`config.mk`:
```
export PLATFORM = sky130hd
export DESIGN_NAME = passenger_stream_fifo
export DESIGN_NICKNAME = d
export VERILOG_FILES = /design/src/rtl/passenger_stream_fifo.sv
export SDC_FILE = /design/constraint.sdc
export NUM_CORES = 1
export LEC_CHECK = 0
export BUFFER_PORTS_ARGS = -buffer_cell sky130_fd_sc_hd__buf_2
export CORE_MARGIN = 2
export CORE_UTILIZATION = 53
export DETAILED_ROUTE_END_ITERATION = 8
export PLACE_DENSITY = 0.71
export SYNTH_ARGS = -nofsm -noshare
export SYNTH_HDL_FRONTEND = slang
export SYNTH_SLANG_ARGS = --single-unit
```
`constraint.sdc`:
```
create_clock -name clk -period 3.7 [get_ports clk]
set_input_delay 0.555 -clock clk [delete_from_list [all_inputs] [get_ports clk]]
set_output_delay 0.555 -clock clk [all_outputs]
set_load 0.01 [all_outputs]
```
`src/rtl/passenger_stream_fifo.sv`:
```
// ============================================================================
// passenger_stream_fifo
//
// Passenger queue controller with built-in storage. A byte stream arrives over
// a valid/ready handshake and each symbol is classified as it is accepted:
// luggage digits are thrown away, the end sign closes the input phase, and
// every other symbol is a passenger that is stored. Once input is closed the
// stored passengers drain over a valid/ready output. After the last one leaves,
// done_fifo rises and stays high until the next reset.
//
// Optional feature macro: LIFO_EN
//   defined   - storage behaves as a stack and passengers drain newest-first
//   undefined - storage behaves as a FIFO and passengers drain oldest-first
//
// Ports
//   clk         rising-edge clock
//   reset_n     asynchronous active-low reset; discards all stored data
//   ready_fifo  start request, latched on the first clock edge that sees it high
//   in_valid    data_in carries a symbol this cycle
//   data_in     input symbol
//   in_ready    block accepts data_in this cycle (only while filling)
//   out_valid   data_out holds a passenger (only while draining)
//   out_ready   downstream takes data_out this cycle
//   data_out    head entry, read combinationally from storage (show-ahead)
//   count       number of stored entries
//   overflow    sticky: a passenger was dropped because storage was full
//   done_fifo   drain complete; held until reset
// ============================================================================
module passenger_stream_fifo #(
   parameter int                    DATA_WIDTH = 8,
   parameter int                    DEPTH      = 16,
   parameter logic [DATA_WIDTH-1:0] END_SIGN   = 8'h24,
   parameter logic [DATA_WIDTH-1:0] LUG_MIN    = 8'd49,
   parameter logic [DATA_WIDTH-1:0] LUG_MAX    = 8'd57
) (
   input  logic                       clk,
   input  logic                       reset_n,
   input  logic                       ready_fifo,
   input  logic                       in_valid,
   input  logic [DATA_WIDTH-1:0]      data_in,
   output logic                       in_ready,
   output logic                       out_valid,
   input  logic                       out_ready,
   output logic [DATA_WIDTH-1:0]      data_out,
   output logic [$clog2(DEPTH+1)-1:0] count,
   output logic                       overflow,
   output logic                       done_fifo
);

   localparam int PTR_W = $clog2(DEPTH);
   localparam int CNT_W = $clog2(DEPTH + 1);

   localparam logic [PTR_W-1:0] LAST_IDX = PTR_W'(DEPTH - 1);
   localparam logic [CNT_W-1:0] FULL_CNT = CNT_W'(DEPTH);

   typedef enum logic [1:0] {
      IDLE,
      FILL,
      DRAIN,
      DONE
   } state_t;

   state_t state;
   state_t state_next;

   logic                  started;
   logic [DATA_WIDTH-1:0] mem [DEPTH];
   logic [PTR_W-1:0]      wr_ptr;
`ifndef LIFO_EN
   logic [PTR_W-1:0]      rd_ptr;
`endif

   logic is_luggage;
   logic is_end;
   logic push;
   logic pop;
   logic drop_full;

   // Pointers wrap explicitly so DEPTH does not have to be a power of two.
   function automatic logic [PTR_W-1:0] ptr_inc(input logic [PTR_W-1:0] p);
      return (p == LAST_IDX) ? '0 : p + PTR_W'(1);
   endfunction

   function automatic logic [PTR_W-1:0] ptr_dec(input logic [PTR_W-1:0] p);
      return (p == '0) ? LAST_IDX : p - PTR_W'(1);
   endfunction

   // Symbol classification is purely combinational on the incoming byte.
   always_comb begin
      is_luggage = (data_in >= LUG_MIN) && (data_in <= LUG_MAX);
      is_end     = (data_in == END_SIGN);
   end

   // Start latch and state register. The latch is sticky so a one-cycle
   // ready_fifo pulse is enough to start the controller.
   always_ff @(posedge clk or negedge reset_n) begin
      if (!reset_n) begin
         state   <= IDLE;
         started <= 1'b0;
      end else begin
         state <= state_next;
         if (ready_fifo) begin
            started <= 1'b1;
         end
      end
   end

   // Next-state and handshake decode. An end sign with nothing stored skips
   // DRAIN entirely so an empty stream finishes one cycle after the end sign;
   // with passengers stored, DRAIN's own empty check adds the extra cycle.
   always_comb begin
      state_next = state;
      in_ready   = 1'b0;
      out_valid  = 1'b0;
      push       = 1'b0;
      pop        = 1'b0;
      drop_full  = 1'b0;
      case (state)
         IDLE: begin
            if (started) begin
               state_next = FILL;
            end
         end
         FILL: begin
            in_ready = 1'b1;
            if (in_valid && !is_luggage) begin
               if (is_end) begin
                  state_next = (count == '0) ? DONE : DRAIN;
               end else if (count != FULL_CNT) begin
                  push = 1'b1;
               end else begin
                  drop_full = 1'b1;
               end
            end
         end
         DRAIN: begin
            out_valid = (count != '0);
            pop       = out_valid && out_ready;
            if (count == '0) begin
               state_next = DONE;
            end
         end
         DONE: begin
            state_next = DONE;
         end
         default: begin
            state_next = IDLE;
         end
      endcase
   end

   assign done_fifo = (state == DONE);

   // Pointer, occupancy and overflow bookkeeping. Push only happens in FILL
   // and pop only in DRAIN, so the two never collide.
   always_ff @(posedge clk or negedge reset_n) begin
      if (!reset_n) begin
         wr_ptr   <= '0;
`ifndef LIFO_EN
         rd_ptr   <= '0;
`endif
         count    <= '0;
         overflow <= 1'b0;
      end else begin
`ifdef LIFO_EN
         if (push) begin
            wr_ptr <= ptr_inc(wr_ptr);
         end else if (pop) begin
            wr_ptr <= ptr_dec(wr_ptr);
         end
`else
         if (push) begin
            wr_ptr <= ptr_inc(wr_ptr);
         end
         if (pop) begin
            rd_ptr <= ptr_inc(rd_ptr);
         end
`endif
         if (push) begin
            count <= count + CNT_W'(1);
         end else if (pop) begin
            count <= count - CNT_W'(1);
         end
         if (drop_full) begin
            overflow <= 1'b1;
         end
      end
   end

   // Storage array. Contents need no reset: count and the pointers define
   // which entries are meaningful.
   always_ff @(posedge clk) begin
      if (push) begin
         mem[wr_ptr] <= data_in;
      end
   end

   // Show-ahead read of the entry that the next pop will remove.
`ifdef LIFO_EN
   assign data_out = mem[ptr_dec(wr_ptr)];
`else
   assign data_out = mem[rd_ptr];
`endif

endmodule
```
== Yosys cells after proc, flatten, opt, wreduce, memory -nomap -nowiden ==
Memories as Yosys holds them, arrays and structs flattened.
Cells that the tools add are included.

* Memories kept: 1
* Register bits: 17
* Latch bits: 0
* Memory bits (read-only): 0
* RAM bits: 128
* Output and inout port bits: 17
* Bits of input ports: 13
* Word-level logic and storage cells: 56

* Div/mod/pow operators: 0
* Mux-type cells: 23
* Multiply operators: 0
* Add/sub/neg operators: 4
* Equal/unequal tests: 11
* Bitwise gates (word level): 0
* Shift operators: 0
* Reductions and logical operators: 9
* Order comparisons: 2

{| class="wikitable"
|+ Memories
! name !! depth !! width !! read ports !! clocked after memory_dff !! wr ports !! line !! RTL
|-
| mem || 16 || 8 || 1 || 0 || 1 || 67 || <nowiki>logic [DATA_WIDTH-1:0] mem [DEPTH];</nowiki>
|}

{| class="wikitable"
|+ Operators by type and width
! operator !! number
|-
| $mux W1 || 14
|-
| $mux W5 || 2
|-
| $add A4 B1 Y4 const B || 2
|-
| $eq A4 B4 Y1 const B || 2
|-
| $eq A8 B6 Y1 const B || 1
|-
| $ge A8 B6 Y1 const B || 1
|-
| $le A8 B6 Y1 const B || 1
|-
| $mux W2 || 4
|-
| $mux W4 || 2
|-
| $ne A2 B2 Y1 const B || 4
|-
| $pmux W2 S4 || 1
|-
| $add A5 B1 Y5 const B || 1
|-
| $logic_not A5 Y1 || 1
|-
| $ne A5 B5 Y1 const B || 1
|-
| $reduce_bool A5 Y1 || 1
|-
| $sub A5 B1 Y5 const B || 1
|-
| $eq A2 B2 Y1 const B || 2
|-
| $reduce_and A4 Y1 || 1
|-
| $logic_and A1 B1 Y1 || 3
|-
| $eq A2 B1 Y1 const B || 1
|-
| $logic_not A2 Y1 || 1
|-
| $reduce_bool A2 Y1 || 1
|-
| $logic_not A1 Y1 || 1
|}

== Depth between registers and ports, before layout ==
Gate-level depths: netlist (run 1).

* Depth in word-level cells: 8
* Depth in mapped cells: 10
* Depth with buffers taken out: 9

== Worst setup path before layout (run 1) ==
No wires, ideal clock.

* Kind: input to register
* Start point: input data_in[3]
* End point: register count[4]
* Data arrival time: 2.794 ns
* Path buffers: 1
* Slack: 0.826 ns
* Required time: 3.621 ns
* Stages: 10
* Setup time: 0.079 ns
* Path through: or4b_1 > o211ai_1 > a21oi_1 > clkbuf_1 > inv_1 > ha_1 > a21o_1 > a21oi_1 > mux2_2 > mux2i_1

* Cells in the longest elaborated chain, start to end: 7
* Elaborated cells between the ends (all ways): 11
* Those cells by class: order compare (2); eq/ne (1); mux (4); reduce/logical (4)

{| class="wikitable"
|+ Ends and longest elaborated chain
! item !! line !! RTL
|-
| start: declaration || 40 || <nowiki>input logic [DATA_WIDTH-1:0] data_in,</nowiki>
|-
| $ge A8 B6 Y1 or $le A8 B6 Y1 (tied branches) || 90 || <nowiki>is_luggage = (data_in >= LUG_MIN) && (data_in <= LUG_MAX);</nowiki>
|-
| $logic_and A1 B1 Y1 || 90 ||
|-
| $logic_not A1 Y1 || 126 || <nowiki>if (in_valid && !is_luggage) begin</nowiki>
|-
| $logic_and A1 B1 Y1 || 126 ||
|-
| $mux W1 (*) || 126 ||
|-
| $mux W1 (*) || 118 || <nowiki>case (state)</nowiki>
|-
| $mux W5 or $reduce_bool A2 Y1 (tied branches) || -- ||
|-
| end signal: assignment || 180 || <nowiki>count <= count + CNT_W'(1);</nowiki>
|-
| end signal: assignment || 182 || <nowiki>count <= count - CNT_W'(1);</nowiki>
|-
| end: declaration || 45 || <nowiki>output logic [$clog2(DEPTH+1)-1:0] count,</nowiki>
|}

Every way passes the cells marked *; elsewhere a longest branch is shown, timed or not.
A chain may end at the register's enable or synchronous reset.

== Worst setup path in the final report (run 1) ==
* Start point: register rd_ptr[0]
* End point: output data_out[6]

* Cells in the longest elaborated chain, start to end: 1

{| class="wikitable"
|+ Ends and longest elaborated chain
! item !! line !! RTL
|-
| start: declaration || 70 || <nowiki>logic [PTR_W-1:0] rd_ptr;</nowiki>
|-
| start signal: assignment || 176 || <nowiki>rd_ptr <= ptr_inc(rd_ptr);</nowiki>
|-
| $mem_v2 Z16 W8 || -- ||
|-
| end: declaration || 44 || <nowiki>output logic [DATA_WIDTH-1:0] data_out,</nowiki>
|}

No other way between the ends.

==> metrics, run 1 <==
outcome=finished, final reports clean; Global Route Usage Sum=0.2257; crit path kind=reg2out; worst path cell trace=buf_12 -> mux4_2 -> mux4_2 -> buf_2; main flop type after synthesis=edfxtp_1; Worst-Skew Late Latency=520 ps; initial antenna violation count=0; Pwr Total=0.004137 W; CP arrival=2680 ps; number of synthesized flops with an enable pin=128; relative slew slack=0.4510; via count=2955; power per cell area=609.5 nW/um^2; mux contribution to synthesized area=0.1657; storage element area=4270 sq um; die width=109.7 um; DR DRC count=0; Die H=109.7 um; CP max FO=25; CORE AREA=10890 sq um; Fin. Hold Viols=0; Initial DRT Pass Iterations=5; pins over their slew limit=0; area of the multi-input gates=1564 sq um; CP endpoint kind=output pin; Crit path max-delay family=multiplexers; largest family of logic cells by synthesized area=multiplexers; post-synth cell types=40; clock skew=10.15 ps; Synth Area in XOR/XNOR=0.005917; Leak=2.309 nW; most common cell after layout, fill and taps aside=edfxtp_1; setup TNS=0 ps; GP Congestion=0.7740; Post-Synth Simple-Gate Area=0.04438; critical path's most frequent cell=mux4_2; fin area=6787 sq um; Synth Area in Adders=0.02029; Post-Syn Nets=316; Yosys warning total=0; Area growth, synth to finish=14.62%; die area=12030 sq um; total grt overflow=0; clk root buf=clkbuf_8; sequential element share of the synthesized area=0.7210; Final Critical Period=3236 ps; vias in the first global route=3117; IO Pins=30; Buf/Inv on CP=2; setup repair after global routing missed its margin=no; syn_area_per_cell=20.14 sq um; largest net degree at the start of global routing=26; first-pass GRT wire length=18400 um; CTS H-Tree Depth=4; required time of the critical path=3140 ps; # nets final=356; Place WS=647.6 ps; Initial Util=0.5438; Starting DRT DRC Count=232; WL final=11930 um; post-detail-place hpwl=7190 um; Clock Sinks=145; total CTS buffers=17; CTS max path bufs=2; row cnt=38; f_max=0.3090 GHz; drt via density=6.068; crit share post-route=0.8746; leading cell types in the layout, fill and taps excluded=128 x edfxtp_1, 40 x mux4_2, 29 x buf_2; antenna cell count=0; Worst-Margin Slew=823.5 ps; CTS resizes=0; buffers added on ports=29; Reg clk slew, reported paths=60 ps; Yosys reg bits=145; worst hold margin=228.3 ps; average wire per standard cell=24.51 um; Cell Area, Synth=5921 sq um; PnR worst setup slack=463.9 ps; # setup viols final=0; CP Launch Type=flop; HP Class=in2reg; max capacitance violation total=0; asr flop ratio synth=0.1172; dpl cell area=6240 sq um; slowest cell on the critical path=dfrtp_2; Peak supply drop=0.4352 mV; CTS tree=yes; # fillers=736; post-synthesis compound-gate area fraction=0.02790; Cells after Synth=294; CP peak stage delay=680 ps; antenna viol nets, final=0; ratio of cells with drive above 1 in the final layout=0.3314
[logic make-up after synthesis]
group           after synthesis
mux                          47
compound gates               25
buf+inv                      20
simple gates                 44
fa+ha+maj                     9
xor+xnor                      4
flops                       145
[cell usage after synthesis (2+ instances only)]
cell	instances	share of area
ha_1	8	0.017
dfrtp_1	17	0.072
xnor2_1	4	0.0059
edfxtp_1	128	0.65
mux2_2	4	0.0076
and3_1	15	0.016
mux4_2	40	0.15
a21oi_1	6	0.0051
nor3_1	3	0.0025
nand2b_1	2	0.0021
nor3b_1	2	0.0025
and2_1	2	0.0021
nand2_1	6	0.0038
a31oi_1	2	0.0021
o21ai_0	6	0.0051
inv_1	6	0.0038
buf_2	4	0.0034
a21o_1	4	0.0051
clkbuf_1	8	0.0051
mux2i_1	2	0.0034
nor2_1	6	0.0038
[final cells by class]
type                       count  share of cell area
clock buffer                  18             0.06158
clock inverter                14             0.01751
inverter                       6            0.003319
multi-input combinational    129              0.2305
sequential                   145              0.6292
tap                          140             0.02581
timing repair buffer          35             0.03208
[worst reg2reg max path, delay by kind of cell, from the launching register on]
| family | cells | cell delay, ps |
|---|---|---|
| flip-flops | 1 | 450 |
| adder cells (fa/ha/maj) | 1 | 290 |
| buffers and inverters | 1 | 180 |
| multiplexers | 2 | 500 |
| AO/OA/AOI/OAI | 4 | 680 |
| AND/OR/NAND/NOR | 1 | 580 |
[per-stage QoR]
| step | util | cells |
|---|---|---|
| floorplan | - | 294 |
| global placement | 0.5731 | 454 |
| detailed placement | 0.5731 | 454 |
| CTS | 0.6233 | 487 |
| global route | 0.6233 | 487 |
| finish | 0.6233 | 487 |
[where the power goes]
group	internal [W]	leakage [nW]	switching, W	total [W]
clock network	0.000884	0.241	0.000643	0.00153
logic	0.000234	0.712	0.000327	0.000561
registers	0.00196	1.36	0.0000893	0.00205
total	0.00308	2.31	0.00106	0.00414
[per-layer routing]
layer / global-route usage / wire [um] / part of all wire / vias to the layer above
met1: 0.3064 / 4889 / 0.41 / 1539
met4: 0.08228 / 148 / 0.012 / 0
li1: - / - / - / 1284
met3: 0.06995 / 889 / 0.074 / 15
met5: 0 / 0 / 0 / -
met2: 0.3488 / 6006 / 0.50 / 117
[flip-flops by register name (all words and copies together) (netlist names)]
signal and count:
overflow 1, rd_ptr 4, state 2, wr_ptr 4
count 5, mem 128, started 1
[worst paths after layout]
kind,from,end,slack (ps),cells after the start
max,rd_ptr[0],data_out[6],460,4
min,ready_fifo,started,230,2
max reg2reg,count[0],count[4],950,9
min reg2reg,overflow,overflow,460,1
max in group asynchronous,reset_n,rd_ptr[0],2920,2
min in group asynchronous,reset_n,rd_ptr[2],490,2
[timing repair]
action,CTS,global route
endpoints found under the setup margin,0,0
buffers inserted,0,0
hold buffers,1,0
hold endpoints to repair,17,0
Note: power is estimated with default switching activity, not from simulation.
==> inputs of run 2 (changes only) <==
- BUFFER_PORTS_ARGS: -buffer_cell sky130_fd_sc_hd__buf_2 -> -buffer_cell sky130_fd_sc_hd__buf_4
==> metrics, run 2 (synthesis results as in run 1) <==
outcome=finished, final reports clean (unchanged); CTS max path bufs=2 (unchanged); first-pass GRT wire length=17730 um (was 18400 um); antenna viol nets, final=0 (unchanged); Clock Sinks=145 (unchanged); CP endpoint kind=output pin (unchanged); CTS H-Tree Depth=4 (unchanged); worst hold margin=232.6 ps (was 228.3 ps); pins over their slew limit=0 (unchanged); GP Congestion=0.7748 (was 0.7740); row cnt=38 (unchanged); fin area=6930 sq um (was 6787 sq um); M2 GR Usage=0.3382 (was 0.3488); WL final=11660 um (was 11930 um); Starting DRT DRC Count=298 (was 232); worst path cell trace=buf_4 -> mux4_2 -> mux4_2 -> buf_4 (was buf_12 -> mux4_2 -> mux4_2 -> buf_2); setup repair after global routing missed its margin=no (unchanged); Hold-fix buffers, CTS=1 (unchanged); dpl cells=456 (was 454); dpl cell area=6302 sq um (was 6240 sq um); met3 GRT Util=0.06639 (was 0.06995); CP Launch Type=flop (unchanged); Area growth, synth to finish=17.05% (was 14.62%); depth of the worst hold-timing path=2 (unchanged); CP max FO=20 (was 25); buffers added on ports=29 (unchanged); clock skew=10.77 ps (was 10.15 ps); vias in the first global route=2980 (was 3117); switch share=0.2471 (was 0.2561); # Post-CTS Setup Buffers=0 (unchanged); average wire per standard cell=23.85 um (was 24.51 um); part of the power in the clock network=0.404 (was 0.369); Initial Util=0.5438 (unchanged); IO Pins=30 (unchanged); CORE AREA=10890 sq um (unchanged); GRT Max-Usage Layer=met2 (unchanged); required time of the critical path=3140 ps (about the same); Initial DRT Pass Iterations=4 (was 5); Fin. Hold Viols=0 (unchanged); CTS resizes=0 (unchanged); f_max=0.3031 GHz (was 0.3090 GHz); Leak=2.393 nW (was 2.309 nW); R2R depth=9 (unchanged); initial antenna violation count=0 (unchanged); antenna cell count=0 (unchanged); setup TNS=0 ps (unchanged); slowest cell on the critical path=dfrtp_2 (unchanged); most common cell after layout, fill and taps aside=edfxtp_1 (unchanged); power per cell area=635.8 nW/um^2 (was 609.5 nW/um^2); Util after Layout=0.6365 (was 0.6233); combinational share of power=0.131 (was 0.136); Die H=109.7 um (unchanged); drt via density=6.053 (was 6.068); largest net degree at the start of global routing=37 (was 26); P_sw=0.001089 W (was 0.001059 W); HP Class=in2reg (unchanged); Pint=0.003317 W (was 0.003077 W); die area=12030 sq um (unchanged); CP arrival=2740 ps (was 2680 ps); total CTS buffers=17 (unchanged); ratio of cells with drive above 1 in the final layout=0.3352 (was 0.3314); CTS tree=yes (unchanged); max capacitance violation total=0 (unchanged); total grt overflow=0 (unchanged); relative slew slack=0.4181 (was 0.4510); DR DRC count=0 (unchanged); Top Registers=mem x128, count x5 (unchanged); die width=109.7 um (unchanged); CP peak stage delay=750 ps (was 680 ps); Worst-Margin Slew=866.2 ps (was 823.5 ps); # setup viols final=0 (unchanged); crit share post-route=0.8916 (was 0.8746); post-detail-place hpwl=7114 um (was 7190 um); Reg clk slew, reported paths=60 ps (about the same); via count=2960 (was 2955); Peak supply drop=0.3470 mV (was 0.4352 mV); Layout Cells excl Fill=489 (was 487); crit path kind=reg2out (unchanged); Largest Register=mem (unchanged); clk root buf=clkbuf_8 (unchanged); Global Route Usage Sum=0.2172 (was 0.2257); Worst-Skew Late Latency=520 ps (about the same); GR Layer Usage met1=0.3000 (was 0.3064); Final Critical Period=3299 ps (was 3236 ps); leading cell types in the layout, fill and taps excluded=128 x edfxtp_1, 40 x mux4_2, 36 x buf_4 (was 128 x edfxtp_1, 40 x mux4_2, 29 x buf_2); Reg power frac=0.466 (was 0.495); max reg flops=128 (unchanged); # nets final=358 (was 356)
==> run 2: cell types whose count changed in the layout (fill, tap and decap cells not counted), sizes merged <==
cell / change
clkinv: -3
bufinv: +3
buf: +2
clkinvlp: -5
inv: +6
clkbuf: -1
==> run 2: final cells by class <==
cell class / instances / area [sq um]
Clock inverter: 15 / 203.9
Tap cell: 140 / 175.2
Fill cell: 754 / 3958
Sequential cell: 145 / 4270
Multi-Input combinational cell: 129 / 1564
Timing Repair Buffer: 37 / 280.3
Clock buffer: 17 / 414.1
Inverter: 6 / 22.52
==> run 2: path summary, 6_finish.rpt <==
kind                            start     endpoint  slack, ps
max reg2reg                  count[0]     count[4]        970
min in group asynchronous     reset_n    wr_ptr[0]        450
max                         rd_ptr[0]  data_out[4]        400
min                        ready_fifo      started        230
max in group asynchronous     reset_n    rd_ptr[0]       3040
min reg2reg                  overflow     overflow        460
==> run 2: through the flow <==
stage	total power (W)	worst slack, ps
2_1_floorplan	0.002428	826.2
3_3_place_gp	0.002642	805.4
3_5_place_dp	0.002662	721.7
4_1_cts	0.004446	298.4
5_1_grt	0.004585	214.1
6_report	0.004406	401.3
==> run 2: critical path: cells and delay by family (launching register included) <==
kind	cells	cell delay, ps
flops	1	750
buf+inv	2	480
mux	2	1010
==> run 2: power groups by stage <==
stage	registers, W	logic (W)	clock network (W)
2_1_floorplan	0.00206	0.000369	0
3_3_place_gp	0.00207	0.000568	0
3_5_place_dp	0.00209	0.000577	0
4_1_cts	0.00205	0.000580	0.00181
5_1_grt	0.00207	0.000637	0.00188
6_report	0.00205	0.000576	0.00178
==> run 2: layer usage <==
| layer | part of all wire | vias to the layer above |
|---|---|---|
| met5 | 0 | - |
| met1 | 0.40 | 1527 |
| met3 | 0.085 | 11 |
| met2 | 0.50 | 127 |
| met4 | 0.010 | 0 |
| li1 | - | 1295 |
==> inputs of run 3 (changes only) <==
- CELL_PAD_IN_SITES_DETAIL_PLACEMENT: unset -> 1
- CELL_PAD_IN_SITES_GLOBAL_PLACEMENT: unset -> 2
- CORE_UTILIZATION: 53 -> 47
- PLACE_DENSITY: 0.71 -> unset
- PLACE_DENSITY_LB_ADDON: unset -> 0.1
==> metrics, run 3 (synthesis results as in run 1) <==
post-detail-place hpwl=8097 um (was 7114 um); Top Registers=mem x128, count x5 (unchanged); outcome=finished, final reports clean (unchanged); Initial DRT Pass Iterations=4 (unchanged); CP max FO=16 (was 20); Die H=116.2 um (was 109.7 um); total grt overflow=0 (unchanged); average wire per standard cell=25.53 um (was 23.85 um); CTS H-Tree Depth=4 (unchanged); antenna viol nets, final=0 (unchanged); R2R setup slack=970 ps (about the same); CP Launch Type=flop (unchanged); vias in the first global route=3229 (was 2980); clk root buf=clkbuf_16 (was clkbuf_8); Reg clk slew, reported paths=60 ps (about the same); R2R depth=9 (unchanged); CP peak stage delay=560 ps (was 750 ps); most common cell after layout, fill and taps aside=edfxtp_1 (unchanged); largest net degree at the start of global routing=37 (unchanged); WL final=13170 um (was 11660 um); ratio of cells with drive above 1 in the final layout=0.3218 (was 0.3352); depth of the worst hold-timing path=2 (unchanged); # setup viols final=0 (unchanged); Peak supply drop=0.4057 mV (was 0.3470 mV); leading cell types in the layout, fill and taps excluded=128 x edfxtp_1, 40 x mux4_2, 34 x buf_4 (was 128 x edfxtp_1, 40 x mux4_2, 36 x buf_4); slowest cell on the critical path=mux4_2 (was dfrtp_2); worst path cell trace=buf_4 -> mux4_2 -> mux4_2 -> buf_4 (unchanged); Largest Register=mem (unchanged); Layout Cells excl Fill=516 (was 489); Fin. Hold Viols=0 (unchanged); worst hold margin=325.5 ps (was 232.6 ps); dpl cells=483 (was 456); DR DRC count=0 (unchanged); initial antenna violation count=0 (unchanged); buffers added on ports=29 (unchanged); CORE AREA=12160 sq um (was 10890 sq um); Starting DRT DRC Count=312 (was 298); Area growth, synth to finish=18.64% (was 17.05%); Clock Sinks=145 (unchanged); via count=2934 (was 2960); row cnt=40 (was 38); pins over their slew limit=0 (unchanged); Pwr Total=0.004618 W (was 0.004406 W); clock skew=7.688 ps (was 10.77 ps); die area=13510 sq um (was 12030 sq um); Buf/Inv on CP=2 (unchanged); power per cell area=657.4 nW/um^2 (was 635.8 nW/um^2); # fillers=1076 (was 754); max capacitance violation total=0 (unchanged); relative slew slack=0.4575 (was 0.4181); crit share post-route=0.8063 (was 0.8916); Final Critical Period=2983 ps (was 3299 ps); # nets final=357 (was 358); first-pass GRT wire length=19980 um (was 17730 um); max reg flops=128 (unchanged); setup repair after global routing missed its margin=no (unchanged); Leak=2.420 nW (was 2.393 nW); CTS max path bufs=2 (unchanged); CP arrival=2430 ps (was 2740 ps); Initial Util=0.4868 (was 0.5438); antenna cell count=0 (unchanged); CP endpoint kind=output pin (unchanged); crit path kind=reg2out (unchanged); CTS tree=yes (unchanged); total CTS buffers=17 (unchanged); required time of the critical path=3140 ps (about the same); f_max=0.3352 GHz (was 0.3031 GHz); GP Congestion=0.7135 (was 0.7748); Crit path max-delay family=multiplexers (unchanged); drt via density=5.686 (was 6.053); die width=116.2 um (was 109.7 um); setup TNS=0 ps (unchanged); HP Class=in2reg (unchanged); Global Route Usage Sum=0.2183 (was 0.2172); IO Pins=30 (unchanged); Worst-Margin Slew=813.7 ps (was 866.2 ps); Worst-Skew Late Latency=430 ps (was 520 ps); Stages on worst setup path=4 (unchanged)
## run 3: report_power, final
group          leakage, nW  switching, W  internal [W]
registers             1.36     0.0000959       0.00196
logic                0.740      0.000342      0.000258
clock network        0.323      0.000641       0.00132
total                 2.42       0.00108       0.00354
## run 3: path summary, 6_finish.rpt
check / startpoint / to
setup / recovery: rd_ptr[0] / data_out[6]
hold / removal: ready_fifo / started
setup reg to reg: count[0] / count[4]
hold reg to reg: overflow / overflow
max in group asynchronous: reset_n / rd_ptr[0]
min in group asynchronous: reset_n / state[1]
## run 3: per-stage QoR
step	setup WS, ps	instance area (sq um)	utilization
2_1_floorplan	826.2	5921	-
3_3_place_gp	770.9	6342	0.5215
3_5_place_dp	680.0	6342	0.5215
4_1_cts	671.2	7024	0.5776
5_1_grt	606.3	7024	0.5776
6_report	716.7	7024	0.5776
## run 3: area by class of cell
type | instances | area [sq um] | area share
timing repair buffer | 36 | 285.3 | 0.04061
sequential | 145 | 4270 | 0.6079
clock inverter | 13 | 239.0 | 0.03402
multi-input combinational | 129 | 1564 | 0.2227
clock buffer | 19 | 432.9 | 0.06163
inverter | 6 | 22.52 | 0.003206
tap | 168 | 210.2 | 0.02993
## run 3: repair_timing
item                                   CTS  global route
resized for setup                        0             0
buffers inserted                         0             0
hold buffers                             1             0
endpoints found under the hold margin   17             0
## run 3: routing by layer
layer,global-route usage,share of wire,vias up
met5,0,0,-
met4,0.09762,0.021,0
met3,0.05345,0.046,20
met2,0.3395,0.49,90
met1,0.2959,0.44,1529
li1,-,-,1295
